File: src/rtl/hex_keypad_scanner.sv
// Scans a 4x4 hex keypad (COL drive / ROW sense), debounces, and shifts accepted digits into value_out.
// Latency: accept lands 1 cycle after the last slot of the DEBOUNCE_SCANS-th matching scan (scan = 4*SCAN_DIV cycles).
// Backpressure: none, key_valid is a bare one-cycle pulse; define KEYPAD_AUTOREPEAT_EN for auto-repeat while held.
module hex_keypad_scanner #(
    parameter int SCAN_DIV       = 100000,
    parameter int DEBOUNCE_SCANS = 4,
    parameter int REPEAT_SCANS   = 250
) (
    input  logic        clk,
    input  logic        reset,
    input  logic [3:0]  ROW,
    input  logic        clear,
    output logic [3:0]  COL,
    output logic        key_valid,
    output logic [3:0]  key_code,
    output logic        key_held,
    output logic [15:0] value_out
);

    localparam int SLOT_W = $clog2(SCAN_DIV);
    localparam int CNT_W  = $clog2(DEBOUNCE_SCANS + 1);
    localparam logic [SLOT_W-1:0] SLOT_LAST = SLOT_W'(SCAN_DIV - 1);
    localparam logic [CNT_W-1:0]  CNT_LAST  = CNT_W'(DEBOUNCE_SCANS - 1);

    // Elaboration-time guard on parameter ranges.
    if (SCAN_DIV < 4 || DEBOUNCE_SCANS < 1 || REPEAT_SCANS < 1) begin : g_param_check
        $error("hex_keypad_scanner: illegal parameter value");
    end

    typedef enum logic [1:0] {
        IDLE     = 2'd0,
        DEBOUNCE = 2'd1,
        PRESSED  = 2'd2,
        RELEASE  = 2'd3
    } state_t;

    logic [SLOT_W-1:0] slot_cnt;
    logic [1:0]        col_idx;
    logic              last_slot;
    logic              scan_done;

    logic [3:0]        row_meta;
    logic [3:0]        row_sync;

    logic [2:0]        col_hits;
    logic [1:0]        col_row;
    logic [3:0]        col_code;

    logic [1:0]        acc_hits;
    logic [3:0]        acc_code;
    logic [2:0]        hit_sum;
    logic [1:0]        tot_hits;
    logic [3:0]        tot_code;

    logic              res_none;
    logic              res_single;
    logic [3:0]        res_code;
    logic [15:0]       accept_value;

    state_t            state;
    logic [3:0]        cand;
    logic [CNT_W-1:0]  cnt;

`ifdef KEYPAD_AUTOREPEAT_EN
    localparam int REP_W = $clog2(REPEAT_SCANS + 1);
    localparam logic [REP_W-1:0] REP_LAST = REP_W'(REPEAT_SCANS - 1);
    logic [REP_W-1:0]  rep_cnt;
`endif

    // Keypad legend indexed by row and column.
    function automatic logic [3:0] key_of(input logic [1:0] r, input logic [1:0] c);
        logic [3:0] k;
        case ({r, c})
            4'b00_00: k = 4'h1;
            4'b00_01: k = 4'h2;
            4'b00_10: k = 4'h3;
            4'b00_11: k = 4'hA;
            4'b01_00: k = 4'h4;
            4'b01_01: k = 4'h5;
            4'b01_10: k = 4'h6;
            4'b01_11: k = 4'hB;
            4'b10_00: k = 4'h7;
            4'b10_01: k = 4'h8;
            4'b10_10: k = 4'h9;
            4'b10_11: k = 4'hC;
            4'b11_00: k = 4'h0;
            4'b11_01: k = 4'hF;
            4'b11_10: k = 4'hE;
            default:  k = 4'hD;
        endcase
        return k;
    endfunction

    assign last_slot = (slot_cnt == SLOT_LAST);
    assign scan_done = last_slot && (col_idx == 2'd3);

    // Slot timer and column walker; COL rotates its single low bit on each wrap.
    always_ff @(posedge clk) begin
        if (reset) begin
            slot_cnt <= '0;
            col_idx  <= 2'd0;
            COL      <= 4'b1110;
        end else if (last_slot) begin
            slot_cnt <= '0;
            col_idx  <= col_idx + 2'd1;
            COL      <= {COL[2:0], COL[3]};
        end else begin
            slot_cnt <= slot_cnt + SLOT_W'(1);
        end
    end

    // Two-flop synchronizer for the asynchronous row inputs; idle level is all-high.
    always_ff @(posedge clk) begin
        if (reset) begin
            row_meta <= 4'hF;
            row_sync <= 4'hF;
        end else begin
            row_meta <= ROW;
            row_sync <= row_meta;
        end
    end

    // Count low rows in the current column and remember which one (only meaningful for one hit).
    always_comb begin
        col_hits = 3'd0;
        col_row  = 2'd0;
        for (int r = 3; r >= 0; r--) begin
            if (!row_sync[r]) begin
                col_hits = col_hits + 3'd1;
                col_row  = 2'(r);
            end
        end
    end

    assign col_code = key_of(col_row, col_idx);

    // Merge this column into the running scan tally; hit counts saturate at 2 (= MULTI).
    always_comb begin
        hit_sum  = {1'b0, acc_hits} + col_hits;
        tot_hits = (hit_sum >= 3'd2) ? 2'd2 : hit_sum[1:0];
        tot_code = (acc_hits == 2'd0) ? col_code : acc_code;
    end

    assign res_none   = (tot_hits == 2'd0);
    assign res_single = (tot_hits == 2'd1);
    assign res_code   = tot_code;

    // Every accept shifts in the scan's single code; a coincident clear keeps only that digit.
    assign accept_value = clear ? {12'h000, res_code} : {value_out[11:0], res_code};

    // Scan tally: accumulate per column, restart after the column-3 evaluation.
    always_ff @(posedge clk) begin
        if (reset) begin
            acc_hits <= 2'd0;
            acc_code <= 4'h0;
        end else if (last_slot) begin
            if (col_idx == 2'd3) begin
                acc_hits <= 2'd0;
                acc_code <= 4'h0;
            end else begin
                acc_hits <= tot_hits;
                acc_code <= tot_code;
            end
        end
    end

    // Debounce / hold / release FSM with registered key outputs and entry register.
    always_ff @(posedge clk) begin
        if (reset) begin
            state     <= IDLE;
            cand      <= 4'h0;
            cnt       <= '0;
            key_valid <= 1'b0;
            key_code  <= 4'h0;
            key_held  <= 1'b0;
            value_out <= 16'h0000;
`ifdef KEYPAD_AUTOREPEAT_EN
            rep_cnt   <= '0;
`endif
        end else begin
            key_valid <= 1'b0;
            if (clear) begin
                value_out <= 16'h0000;
            end
            if (scan_done) begin
                case (state)
                    IDLE: begin
                        if (res_single) begin
                            cand <= res_code;
                            if (DEBOUNCE_SCANS == 1) begin
                                state     <= PRESSED;
                                cnt       <= '0;
                                key_valid <= 1'b1;
                                key_code  <= res_code;
                                key_held  <= 1'b1;
                                value_out <= accept_value;
                            end else begin
                                state <= DEBOUNCE;
                                cnt   <= CNT_W'(1);
                            end
                        end
                    end
                    DEBOUNCE: begin
                        // A different single key breaks the run; it starts counting next scan.
                        if (res_single && (res_code == cand)) begin
                            if (cnt == CNT_LAST) begin
                                state     <= PRESSED;
                                cnt       <= '0;
                                key_valid <= 1'b1;
                                key_code  <= res_code;
                                key_held  <= 1'b1;
                                value_out <= accept_value;
                            end else begin
                                cnt <= cnt + CNT_W'(1);
                            end
                        end else begin
                            state <= IDLE;
                            cnt   <= '0;
                        end
                    end
                    PRESSED: begin
                        if (res_none) begin
                            if (DEBOUNCE_SCANS == 1) begin
                                state    <= IDLE;
                                cnt      <= '0;
                                key_held <= 1'b0;
                            end else begin
                                state <= RELEASE;
                                cnt   <= CNT_W'(1);
                            end
                        end
`ifdef KEYPAD_AUTOREPEAT_EN
                        // The only way out of PRESSED is a NONE scan, which zeroes rep_cnt,
                        // so every entry into PRESSED starts the repeat count from zero.
                        if (res_single && (res_code == key_code)) begin
                            if (rep_cnt == REP_LAST) begin
                                rep_cnt   <= '0;
                                key_valid <= 1'b1;
                                key_code  <= res_code;
                                value_out <= accept_value;
                            end else begin
                                rep_cnt <= rep_cnt + REP_W'(1);
                            end
                        end else begin
                            rep_cnt <= '0;
                        end
`endif
                    end
                    RELEASE: begin
                        if (res_none) begin
                            if (cnt == CNT_LAST) begin
                                state    <= IDLE;
                                cnt      <= '0;
                                key_held <= 1'b0;
                            end else begin
                                cnt <= cnt + CNT_W'(1);
                            end
                        end else begin
                            // Contact came back before release settled: still the same press.
                            state <= PRESSED;
                            cnt   <= '0;
                        end
                    end
                    default: begin
                        state <= IDLE;
                        cnt   <= '0;
                    end
                endcase
            end
        end
    end

endmodule

File: config.mk
export PLATFORM = sky130hd
export DESIGN_NAME = hex_keypad_scanner
export DESIGN_NICKNAME = d
export VERILOG_FILES = /design/src/rtl/hex_keypad_scanner.sv
export SDC_FILE = /design/constraint.sdc
export NUM_CORES = 1
export LEC_CHECK = 0
export CAP_MARGIN = 20
export CORE_UTILIZATION = 55
export CTS_BUF_LIST = sky130_fd_sc_hd__clkbuf_16
export CTS_CLUSTER_SIZE = 14
export DETAILED_ROUTE_END_ITERATION = 10
export PLACE_DENSITY = 0.79
export SYNTH_ARGS = -nofsm -noshare
export SYNTH_HDL_FRONTEND = slang
export SYNTH_SLANG_ARGS = --single-unit
File: constraint.sdc
create_clock -name clk -period 4.1 [get_ports clk]
set_input_delay 0.82 -clock clk [delete_from_list [all_inputs] [get_ports clk]]
set_output_delay 0.82 -clock clk [all_outputs]
set_load 0.02 [all_outputs]
# --- Word-level counts from Yosys, hierarchy flattened ---
# Memory sizes are Yosys's and may differ from the RTL's.
# Index checks and enable logic that the tools add are counted.
totals:
  register_bits: 68
  mem_bits_ro: 64
  in_bits: 7
  output_inout_bits: 26
  mem_count: 1
memory_table:
  columns: ["name", "depth", "word_bits", "read_ports", "rd_clocked_by_memory_dff", "wr", "line", "source"]
  rows:
  - ["(name not given)", 16, 4, 1, 0, 0, "73", "case ({r, c})"]
op_classes:
  add_sub_neg: 7
  order_cmp: 1
  n_eq_ne: 16
  mux: 37
  bitwise_logic: 3
  n_reduce_logical: 13
op_table:
  columns: ["operator", "n"]
  rows:
  - ["2-to-1 mux 16 bit", 6]
  - ["2-to-1 mux 2 bit", 12]
  - ["2-to-1 mux 3 bit", 8]
  - ["adder 17 x 1 -> 17 bit (second input constant)", 1]
  - ["equality test 17 bit (second input constant)", 1]
  - ["adder 3 x 1 -> 3 bit (second input constant)", 4]
  - ["inequality test 2 bit (second input constant)", 6]
  - ["one-hot mux 3 bit (4 select lines)", 1]
  - ["2-to-1 mux 4 bit", 2]
  - ["one-hot mux 2 bit (4 select lines)", 1]
  - ["equality test 2 bit (second input constant)", 3]
  - ["zero test 2 bit", 3]
  - ["2-to-1 mux 1 bit", 6]
  - ["inequality test 3 bit (second input constant)", 2]
  - ["AND reduction 3 bit", 2]
  - ["AND reduction 6 bit", 1]
  - ["AND reduction 5 bit", 1]
  - ["equality test 2 x 1 -> 1 bit (second input constant)", 2]
  - ["equality test 4 bit", 1]
  - ["AND reduction 4 bit", 1]
  - ["OR reduction 4 bit", 1]
  - ["adder 2 x 3 -> 3 bit", 1]
  - ["equality test 3 x 2 -> 1 bit (second input constant)", 1]
  - [">= comparator 3 x 2 -> 1 bit (second input constant)", 1]
  - ["6 further kinds", 9]

# --- Longest topological paths before layout ---
# Gate-level depths: netlist of run 1.
depth:
  depth_word: 15
  ltp_mapped: 14
  ltp_nobuf: 13

# --- Worst setup path before layout of run 1 ---
# No wires, ideal clock.
synth_path:
  path_kind: "reg-to-reg"
  from: "register row_sync[2]"
  to: "register cand[3]"
  setup_time_ps: 128
  arrival_ps: 3203
  required_ps: 3972
  setup_slack_ps: 770
  stages_incl_launch_ff: 13
  n_path_buf: 1
  synth_period_minus_slack_ps: 3330
  cell_sequence: "dfxtp_1 inv_1 ha_1 xnor2_1 ha_1 mux2_2 fa_1 xnor3_1 nand2b_2 or4_1 buf_2 mux2i_1 nor2_1"
synth_via:
  elab_chain_len: 10
  word_cells_on_any_way: 15
  cone_classes: "add/sub (3); order compare (1); eq/ne (1); mux (8); reduce/logical (1); memory (1)"
synth_rtl:
  columns: ["element", "line", "source"]
  rows:
  - ["start: declaration", "43", "logic [3:0] row_sync;"]
  - ["start signal: assignment", "119", "row_sync <= row_meta;"]
  - ["2-to-1 mux 3 bit", "128", "if (!row_sync[r]) begin"]
  - ["adder 3 x 1 -> 3 bit", "129", "col_hits = col_hits + 3'd1;"]
  - ["2-to-1 mux 3 bit", "128", null]
  - ["adder 3 x 1 -> 3 bit", "129", null]
  - ["2-to-1 mux 3 bit", "128", null]
  - ["adder 2 x 3 -> 3 bit", "139", "hit_sum = {1'b0, acc_hits} + col_hits;"]
  - [">= comparator 3 x 2 -> 1 bit", "140", "tot_hits = (hit_sum >= 3'd2) ? 2'd2 : hit_sum[1:0];"]
  - ["2-to-1 mux 2 bit", "140", null]
  - ["equality test 2 x 1 -> 1 bit", "145", "assign res_single = (tot_hits == 2'd1);"]
  - ["AND reduction 3 bit (no line)", null, null]
  - ["end signal: assignment", "189", "cand <= res_code;"]
  - ["end: declaration", "61", "logic [3:0] cand;"]
# Several ways; a longest one is shown, not always the timed one.
# A chain may end at the register's enable or synchronous reset.

# --- Worst setup path in the final report of run 1 ---
layout_path:
  from: "register row_sync[2]"
  to: "register key_code[3]"
layout_via:
  elab_chain_len: 11
  word_cells_on_any_way: 17
  cone_classes: "add/sub (3); order compare (1); eq/ne (2); mux (8); reduce/logical (2); memory (1)"
layout_rtl:
  columns: ["element", "line", "source"]
  rows:
  - ["2-to-1 mux 3 bit", "128", null]
  - ["adder 3 x 1 -> 3 bit", "129", null]
  - ["2-to-1 mux 3 bit", "128", null]
  - ["adder 3 x 1 -> 3 bit", "129", null]
  - ["2-to-1 mux 3 bit", "128", null]
  - ["adder 2 x 3 -> 3 bit", "139", null]
  - [">= comparator 3 x 2 -> 1 bit", "140", null]
  - ["2-to-1 mux 2 bit", "140", null]
  - ["equality test 2 x 1 -> 1 bit", "145", null]
  - ["logical AND 1 bit", "205", "if (res_single && (res_code == cand)) begin"]
  - ["AND reduction 4 bit (no line)", null, null]
  - ["end signal: assignment", "194", "key_code <= res_code;"]
  - ["end signal: assignment", "210", "key_code <= res_code;"]
  - ["end: declaration", "15", "output logic [3:0] key_code,"]
# Several ways; a longest one is shown, not always the timed one.

==> metrics.cfg, run 1 <==
[detailed_routing]
wl_per_cell_um=13.6
drc=0
avgViaCountPerCell=5.60
drt-initial-drc-count=112
dr.pass1.iters=4
vias=2669
wl_um=6490
ant_nets=0

[power]
power.total_w=0.00148
vdd_drop_max_v=0.000319
p_sw_w=0.000320
seq_power_share_pct=45.5
internal-power_w=0.00116
p_leak_nw=1.66
p_sw_share_pct=21.6
power_frac_comb_pct=5.5
power_density_nw_per_um2=370
pwr-share-clk_pct=49.1

[timing]
fmax_mhz=264
clock-skew-final_ns=0.00634
slew_headroom_pct=43.6
worstMarginPinSlew_ns=0.843
timing.final.hold_violations=0
drv_slew=0
finalSetupTns_ns=0
holdWs_ns=0.404
rsz0062_at_grt=no
period_needed_ns=3.78
setup_viol=0
min_period_over_period_pct=92.3

[yosys]
ys_top_cells_by_area=dfxtp_1, mux2i_1, nor2_1, ha_1, a21oi_1
synth_seq_area_share_pct=40.1
yosys_warnings=0
synth.most_common_cell=dfxtp_1
ys.flop_type=dfxtp_1
ys_seq_elements=68
synthTopCellsByCount=dfxtp_1, nor2_1, nand2_1
syn_nets=389
synth_top_area_cell=dfxtp_1
netlist_instances=370
synth-edff-count=0
async_flop_share_pct=0
netlist_area_um2=3390
synth_cell_types=66
synth_top_area_share_pct=40.1
synth_area_per_cell_um2=9.17

[critical_path]
crit_arrival_ns=4.04
cp_slowest_stage_delay_ns=0.41
r2r-end=key_code[3]
rr_worst_depth=12
critPathMaxFanout=24
r2r_setup_slack_ns=0.32
slowest_stage=xnor3_1
cpMostUsedCell=ha_1
required_ns=4.36
rr_startpoint=row_sync[2]
worstSetupStartpointType=flip-flop
cp-end-kind=flip-flop
crit_chain=inv_1 > ha_1 > xnor2_1 > ha_1 > mux2_2 > fa_1 > xnor3_1 > nand2b_2 > nor4_4 > nand4_4 > nand2b_1 > a21oi_1
worstSetupPathType=flip-flop to flip-flop

[cts]
path_clk_slew_ns=0.05
cts_resized=0
post-cts-setup-buffers=0
numCtsBuffers=9
clock_latency_ns=0.33
clock-sinks=68
cts_hold_buf=0
clockBufferDepth=2
cts_tree=done
clockRootBuffer=clkbuf_16
htree_num_levels=3

[floorplan]
num_rows=28
coreArea_um2=5920
initial_utilization_pct=57.3
die-area_um2=6490
die_w_um=80.6
io_pins=33
fp.dieH_um=80.6

[placed_design]
place_area_um2=3720
io_buffer_count=32
place_congestion=0.869
hpwl_um=4600

[grt]
first_global_vias=2440
grt_max_degree=27
grt_overflow=0
grt_usage_pct=22.3
grt_pass1_wl_um=11100
antenna_found_initial=0

[worst_hold_path]
hp-class=flip-flop to flip-flop
min_to=row_sync[2]
holdCritStartpoint=row_meta[2]
hold_depth=1

[final_layout]
syn_to_final_growth_pct=18.1
diodes=0
drive_gt1_share_pct=10.7
final_nets=416
final_cell_area_um2=4010

[status]
status=finished, final reports clean

[run]
maxCapViolations=0

==> cells in the final DEF, fill, tap and decap left out, types with 3 or more instances in the layout <==
cell             count
nand4_1              7
clkdlybuf4s50_1     32
dfxtp_1             68
nand3b_1            12
xor2_1               6
mux2i_1             20
o21ai_0              5
clkbuf_16            9
and3_1               7
ha_1                11
xnor2_1             10
nand2_1             32
a21oi_1             25
nor3_1               4
or3_1                3
nand3_1             12
or2_2                9
and2_1               3
nor2_1              43
nand2b_1             9
a22oi_1              3
inv_1               18
==> state kept, by name, summed over array words and instances (netlist names) <==
register,flops
state,2
col_idx,2
acc_hits,2
acc_code,4
key_valid,1
slot_cnt,17
cand,4
key_code,4
cnt,3
key_held,1
value_out,16
COL,4
row_meta,4
row_sync,4
==> routing by layer <==
metal  vias up  part of all wire [%]  track usage (%)
li1       1344                     -                -
met1      1262                    46             27.1
met2        50                    49             37.5
met3        13                   3.2             3.98
met4         0                   1.9             10.9
met5         -                     0                0
==> cell families after synthesis <==
logic type      share of synthesized area [%]
simple gates                             25.5
flops                                    40.1
compound gates                           13.7
buf+inv                                  4.68
mux                                      6.56
xor+xnor                                 4.79
fa+ha+maj                                4.64
==> through the flow <==
| stage | worst slack, ns | utilization [%] | std cells |
|---|---|---|---|
| 2_1_floorplan | 0.770 | - | 370 |
| 3_5_place_dp | 0.299 | 62.9 | 461 |
| 6_report | 0.317 | 67.7 | 477 |
| 5_1_grt | 0.0413 | 67.7 | 477 |
| 3_3_place_gp | 0.448 | 62.9 | 461 |
| 4_1_cts | 0.299 | 67.7 | 477 |
==> critical path: cells and delay by family, from the launching register on <==
kind | cells | cell delay (ns)
and+or+nand+nor | 4 | 1.16
adders and majority gates | 3 | 1.02
xor gates and xnor gates | 2 | 0.65
DFF | 1 | 0.38
muxes | 1 | 0.27
AOI/OAI and AO/OA | 1 | 0.16
buffers and inverters | 1 | 0.06
==> worst max-delay path by stage <==
stage	start	to	slack, ns
finish	row_sync[2]	key_code[3]	0.32
global route	row_sync[2]	key_code[3]	0.04
CTS	row_sync[2]	value_out[0]	0.30
detailed placement	row_sync[2]	key_code[3]	0.30
global placement	row_sync[2]	key_code[3]	0.45
floorplan	row_sync[2]	cand[3]	0.77
==> power groups by stage <==
stage,sequential [W],combinational [W],clock [W]
after floorplan,0.000685,0.0000653,0
after global placement,0.000688,0.0000795,0
after detailed placement,0.000688,0.0000804,0
after CTS,0.000674,0.0000810,0.000741
after global routing,0.000675,0.0000904,0.000771
final,0.000675,0.0000809,0.000728
==> layout make-up <==
| cell class | instances | area (µm²) |
|---|---|---|
| clock buffers | 9 | 225 |
| clock inverters | 7 | 58.8 |
| fillers | 442 | 1910 |
| inverters | 18 | 67.6 |
| multi-input cells | 267 | 1870 |
| flip-flops and latches | 68 | 1360 |
| well taps | 75 | 93.8 |
| repair buffers | 33 | 328 |
Power figures use the tool's default switching activity.
==> run 2: changes to the inputs <==
==> constraint.sdc (replaced) <==
create_clock -name clk -period 4.9 [get_ports clk]
set_input_delay 0.98 -clock clk [delete_from_list [all_inputs] [get_ports clk]]
set_output_delay 0.98 -clock clk [all_outputs]
set_load 0.02 [all_outputs]
==> run 2 against run 1 <==
  * Clock skew increased by 0.00099 ns
  * Worst hold slack about the same
  * Die area unchanged
  * Flip-flop and latch count unchanged
  * Fmax decreased by 0.87%
  * Global-route usage increased by 0.52 points
  * Combinational power decreased by 14%
  * Final cell count unchanged
  * Largest power group unchanged
==> metrics.cfg, run 2 (synthesized netlist as in run 1, its figures left out) <==
[floorplan]
die-area_um2=6490
num_rows=28
io_pins=33
die_w_um=80.6
coreArea_um2=5920
initial_utilization_pct=57.3
fp.dieH_um=80.6

[cts]
htree_num_levels=3
cts_hold_buf=0
clockRootBuffer=clkbuf_16
numCtsBuffers=9
clockBufferDepth=2
path_clk_slew_ns=0.06
post-cts-setup-buffers=0
cts_tree=done
clock-sinks=68
cts_resized=0
clock_latency_ns=0.33

[grt]
first_global_vias=2526
grt_max_degree=25
grt_pass1_wl_um=11200
grt_overflow=0
antenna_found_initial=0
grt_usage_pct=22.8

[final_layout]
drive_gt1_share_pct=11.2
final_nets=416
top_regs=slot_cnt: 17 flops, value_out: 16 flops
nFillCells=455
diodes=0
regArea_um2=1360
syn_to_final_growth_pct=19.1
layout_commonest_cell=dfxtp_1
multi_input_area_um2=1870
final_cell_mix=dfxtp_1, nor2_1, nand2_1, clkdlybuf4s50_1, a21oi_1
largest_register=slot_cnt
largest_reg_flops=17
final_cell_area_um2=4040

[critical_path]
worstSetupPathType=flip-flop to flip-flop
slowest_stage=xnor3_1
critPathMaxFanout=24
worstSetupStartpointType=flip-flop
cp_slowest_stage_delay_ns=0.40
cp-end-kind=flip-flop
cpMostUsedCell=ha_1
required_ns=5.16
crit_arrival_ns=4.07
crit_chain=inv_1 > ha_1 > xnor2_1 > ha_1 > mux2_2 > fa_1 > xnor3_1 > nand2b_2 > nor4_4 > nand4_4 > nand2b_1 > a21oi_1

[timing]
slew_headroom_pct=49.8
rsz0062_at_grt=no
fmax_mhz=262
finalSetupTns_ns=0
period_needed_ns=3.82
clock-skew-final_ns=0.00733
drv_slew=0
fin_ws_ns=1.08
worstMarginPinSlew_ns=0.751
min_period_over_period_pct=77.9
setup_viol=0
holdWs_ns=0.404
timing.final.hold_violations=0

[detailed_routing]
dr.pass1.iters=4
wl_per_cell_um=14.3
vias=2666
wl_um=6820
avgViaCountPerCell=5.59
drc=0
drt-initial-drc-count=86
ant_nets=0

[run]
maxCapViolations=0

[placed_design]
place_congestion=0.894
hpwl_um=4690
io_buffer_count=32
place_area_um2=3720
place_ws_ns=1.12

[worst_hold_path]
hp-class=flip-flop to flip-flop

[status]
status=finished, final reports clean

[power]
vdd_drop_max_v=0.000228
power.total_w=0.00131
power_density_nw_per_um2=325
p_leak_nw=1.67

run 2: metal layers:
| metal | up-vias | routed length (µm) | global-route usage (%) |
|---|---|---|---|
| met4 | 0 | 100 | 9.82 |
| met1 | 1262 | 3060 | 27.3 |
| met5 | - | 0 | 0 |
| met2 | 52 | 3350 | 38.6 |
| met3 | 7 | 314 | 5.45 |
| li1 | 1345 | - | - |
run 2: final timing paths:
path / slack, ns / end / from / depth (start not counted)
setup / recovery: 1.08 / key_code[3] / row_sync[2] / 12
hold / removal: 0.40 / row_sync[0] / row_meta[0] / 1
setup reg to reg: 1.08 / key_code[3] / row_sync[2] / 12
hold reg to reg: 0.40 / row_sync[0] / row_meta[0] / 1
run 2: layout make-up:
cell class	count	area share (%)
Clock buffer	9	5.57
Tap cell	75	2.32
Sequential cell	68	33.7
Multi-Input combinational cell	267	46.4
Timing Repair Buffer	33	8.11
Inverter	18	1.67
Clock inverter	7	2.29
run 2: through the flow:
stage / utilization, % / cells
after global placement: 62.9 / 461
after detailed placement: 62.9 / 461
final: 68.3 / 477
after global routing: 68.3 / 477
after CTS: 68.3 / 477
after floorplan: - / 370
run 2: critical path, delay by kind of cell (launching register included):
| family | cells | cell delay, ns |
|---|---|---|
| buf+inv | 1 | 0.07 |
| compound gates | 1 | 0.17 |
| fa+ha+maj | 3 | 1.01 |
| mux | 1 | 0.29 |
| xor+xnor | 2 | 0.65 |
| flops | 1 | 0.39 |
| simple gates | 4 | 1.16 |
run 2: power breakdown:
part           internal [W]   total, W  switching (W)
clock              0.000443   0.000679       0.000236
sequential         0.000558   0.000564     0.00000578
combinational     0.0000289  0.0000694      0.0000405
total               0.00103    0.00131       0.000282
==> run 3: changes to the inputs <==
--- a/config.mk
+++ b/config.mk
@@ -6,11 +6,11 @@
 export NUM_CORES = 1
 export LEC_CHECK = 0
 export CAP_MARGIN = 20
-export CORE_UTILIZATION = 55
+export CORE_UTILIZATION = 51
 export CTS_BUF_LIST = sky130_fd_sc_hd__clkbuf_16
 export CTS_CLUSTER_SIZE = 14
 export DETAILED_ROUTE_END_ITERATION = 10
-export PLACE_DENSITY = 0.79
+export PLACE_DENSITY = 0.77
 export SYNTH_ARGS = -nofsm -noshare
 export SYNTH_HDL_FRONTEND = slang
 export SYNTH_SLANG_ARGS = --single-unit
==> constraint.sdc (replaced) <==
create_clock -name clk -period 3.42 [get_ports clk]
set_input_delay 0.684 -clock clk [delete_from_list [all_inputs] [get_ports clk]]
set_output_delay 0.684 -clock clk [all_outputs]
set_load 0.02 [all_outputs]
==> run 3 against run 2 <==
  * First-iteration DRC count grew 43%
  * Critical path depth is 2 higher
  * Fmax is 18% higher
  * Routed wire length increased by 4.8%
  * Flip-flop and latch count stayed put
  * Sequential power increased by 43%
  * Critical path type unchanged
  * Critical endpoint is now value_out[13]
  * Largest power group unchanged
==> metrics.cfg, run 3 (synthesized netlist as in run 1, its figures left out) <==
[status]
status=finished, final reports clean

[grt]
grt_usage_pct=20.4
grt_overflow=0
grt_pass1_wl_um=11600
first_global_vias=2602
antenna_found_initial=0
grt_max_degree=26

[final_layout]
diodes=0
syn_to_final_growth_pct=24.3
final_cell_area_um2=4220
fin_util_pct=66.0
top_regs=slot_cnt: 17 flops, value_out: 16 flops
layout_commonest_cell=dfxtp_1
largest_reg_flops=17
nFillCells=508
final_cell_mix=dfxtp_1, nor2_1, nand2_1, clkdlybuf4s50_1, a21oi_1
stdcell_count=494
largest_register=slot_cnt
drive_gt1_share_pct=15.3
final_nets=431

[critical_path]
worstSetupStartpointType=flip-flop
worstSetupPathType=flip-flop to flip-flop
required_ns=3.63
r2r_setup_slack_ns=0.19
critPathMaxFanout=9
r2r-end=value_out[13]
cp-end-kind=flip-flop
rr_worst_depth=14
rr_startpoint=row_sync[3]
crit_arrival_ns=3.44

[detailed_routing]
drc=0
avgViaCountPerCell=5.52
ant_nets=0
wl_um=7150
vias=2729
dr.pass1.iters=4
drt-initial-drc-count=123
wl_per_cell_um=14.5

[floorplan]
coreArea_um2=6390
io_pins=33
initial_utilization_pct=53.2
num_rows=29
die_w_um=83.6
fp.dieH_um=83.6
die-area_um2=6990

[cts]
clockBufferDepth=2
clockRootBuffer=clkbuf_16
htree_num_levels=3
path_clk_slew_ns=0.06
cts_hold_buf=0
numCtsBuffers=9
cts_tree=done
clock-sinks=68
clock_latency_ns=0.32

[placed_design]
place_area_um2=3810
hpwl_um=4860
place_congestion=0.846
io_buffer_count=32
dpl.cell_count=473

[power]
power_frac_comb_pct=6.3
p_sw_share_pct=22.2
p_sw_w=0.000403
seq_power_share_pct=44.5
p_leak_nw=1.76
vdd_drop_max_v=0.000350
pwr-share-clk_pct=49.3
power_density_nw_per_um2=430
power.total_w=0.00181
internal-power_w=0.00141

[worst_hold_path]
hold_depth=1
holdCritStartpoint=row_meta[1]
hp-class=flip-flop to flip-flop
min_to=row_sync[1]

[timing]
slew_headroom_pct=58.7
drv_slew=0
clock-skew-final_ns=0.00601
setup_viol=0
fmax_mhz=310
worstMarginPinSlew_ns=0.619
timing.final.hold_violations=0
min_period_over_period_pct=94.3
period_needed_ns=3.23
rsz0062_at_grt=no

[run]
maxCapViolations=0

-- run 3: area by class of cell --
cell class                      count  area (µm²)  area share, %
Tap cell                           77        96.3           2.28
Timing Repair Buffer               48         498           11.8
Sequential cell                    68        1360           32.3
Inverter                           18        67.6           1.60
Multi-Input combinational cell    267        1900           45.1
Clock inverter                      7        67.6           1.60
Clock buffer                        9         225           5.34
-- run 3: timing repair --
item,CTS,global route
setup endpoints to repair,24,24
setup buffers,0,3
endpoints found under the hold margin,0,0
gates cloned,0,2
resized for setup,2,3
pin swaps,1,3
-- run 3: critical path: stages (launching register included) --
cell	delay (ns)
dfxtp_1	0.36
inv_1	0.09
ha_4	0.23
xnor2_2	0.14
ha_1	0.29
mux2_2	0.28
fa_1	0.39
xnor3_1	0.24
nand2b_2	0.12
nor4_4	0.28
nand4_4	0.15
buf_12	0.17
clkbuf_16	0.16
mux2i_1	0.15
nor2_1	0.06
-- run 3: worst max-delay path by stage --
stage,from,endpoint,slack (ns),depth (start not counted)
floorplan,row_sync[2],cand[3],0.09,12
global placement,row_sync[3],value_out[14],0.06,13
detailed placement,row_sync[3],value_out[6],-0.14,13
CTS,row_sync[3],value_out[6],0.04,13
global route,row_sync[3],value_out[15],0.0009,14
finish,row_sync[3],value_out[13],0.19,14
-- run 3: layer usage --
layer / track usage [%] / vias up / part of all wire (%)
met3: 4.65 / 8 / 3.0
met5: 0 / - / 0
met1: 23.9 / 1311 / 45
li1: - / 1368 / -
met2: 36.4 / 42 / 51
met4: 6.78 / 0 / 1.1
-- run 3: power by group through the flow --
stage	clock, W	combinational (W)	sequential (W)
after floorplan	0	0.0000783	0.000821
after global routing	0.000940	0.000124	0.000807
after CTS	0.000903	0.000112	0.000806
after global placement	0	0.000107	0.000822
final	0.000894	0.000114	0.000806
after detailed placement	0	0.000109	0.000823
-- run 3: stage by stage --
stage	TNS, ns	worst slack, ns	hold WS [ns]
2_1_floorplan	0	0.0898	0.389
6_report	0	0.193	0.406
5_1_grt	0	0.000891	0.422
3_3_place_gp	0	0.0642	0.391
3_5_place_dp	-1.84	-0.139	0.393
4_1_cts	0	0.0358	0.406
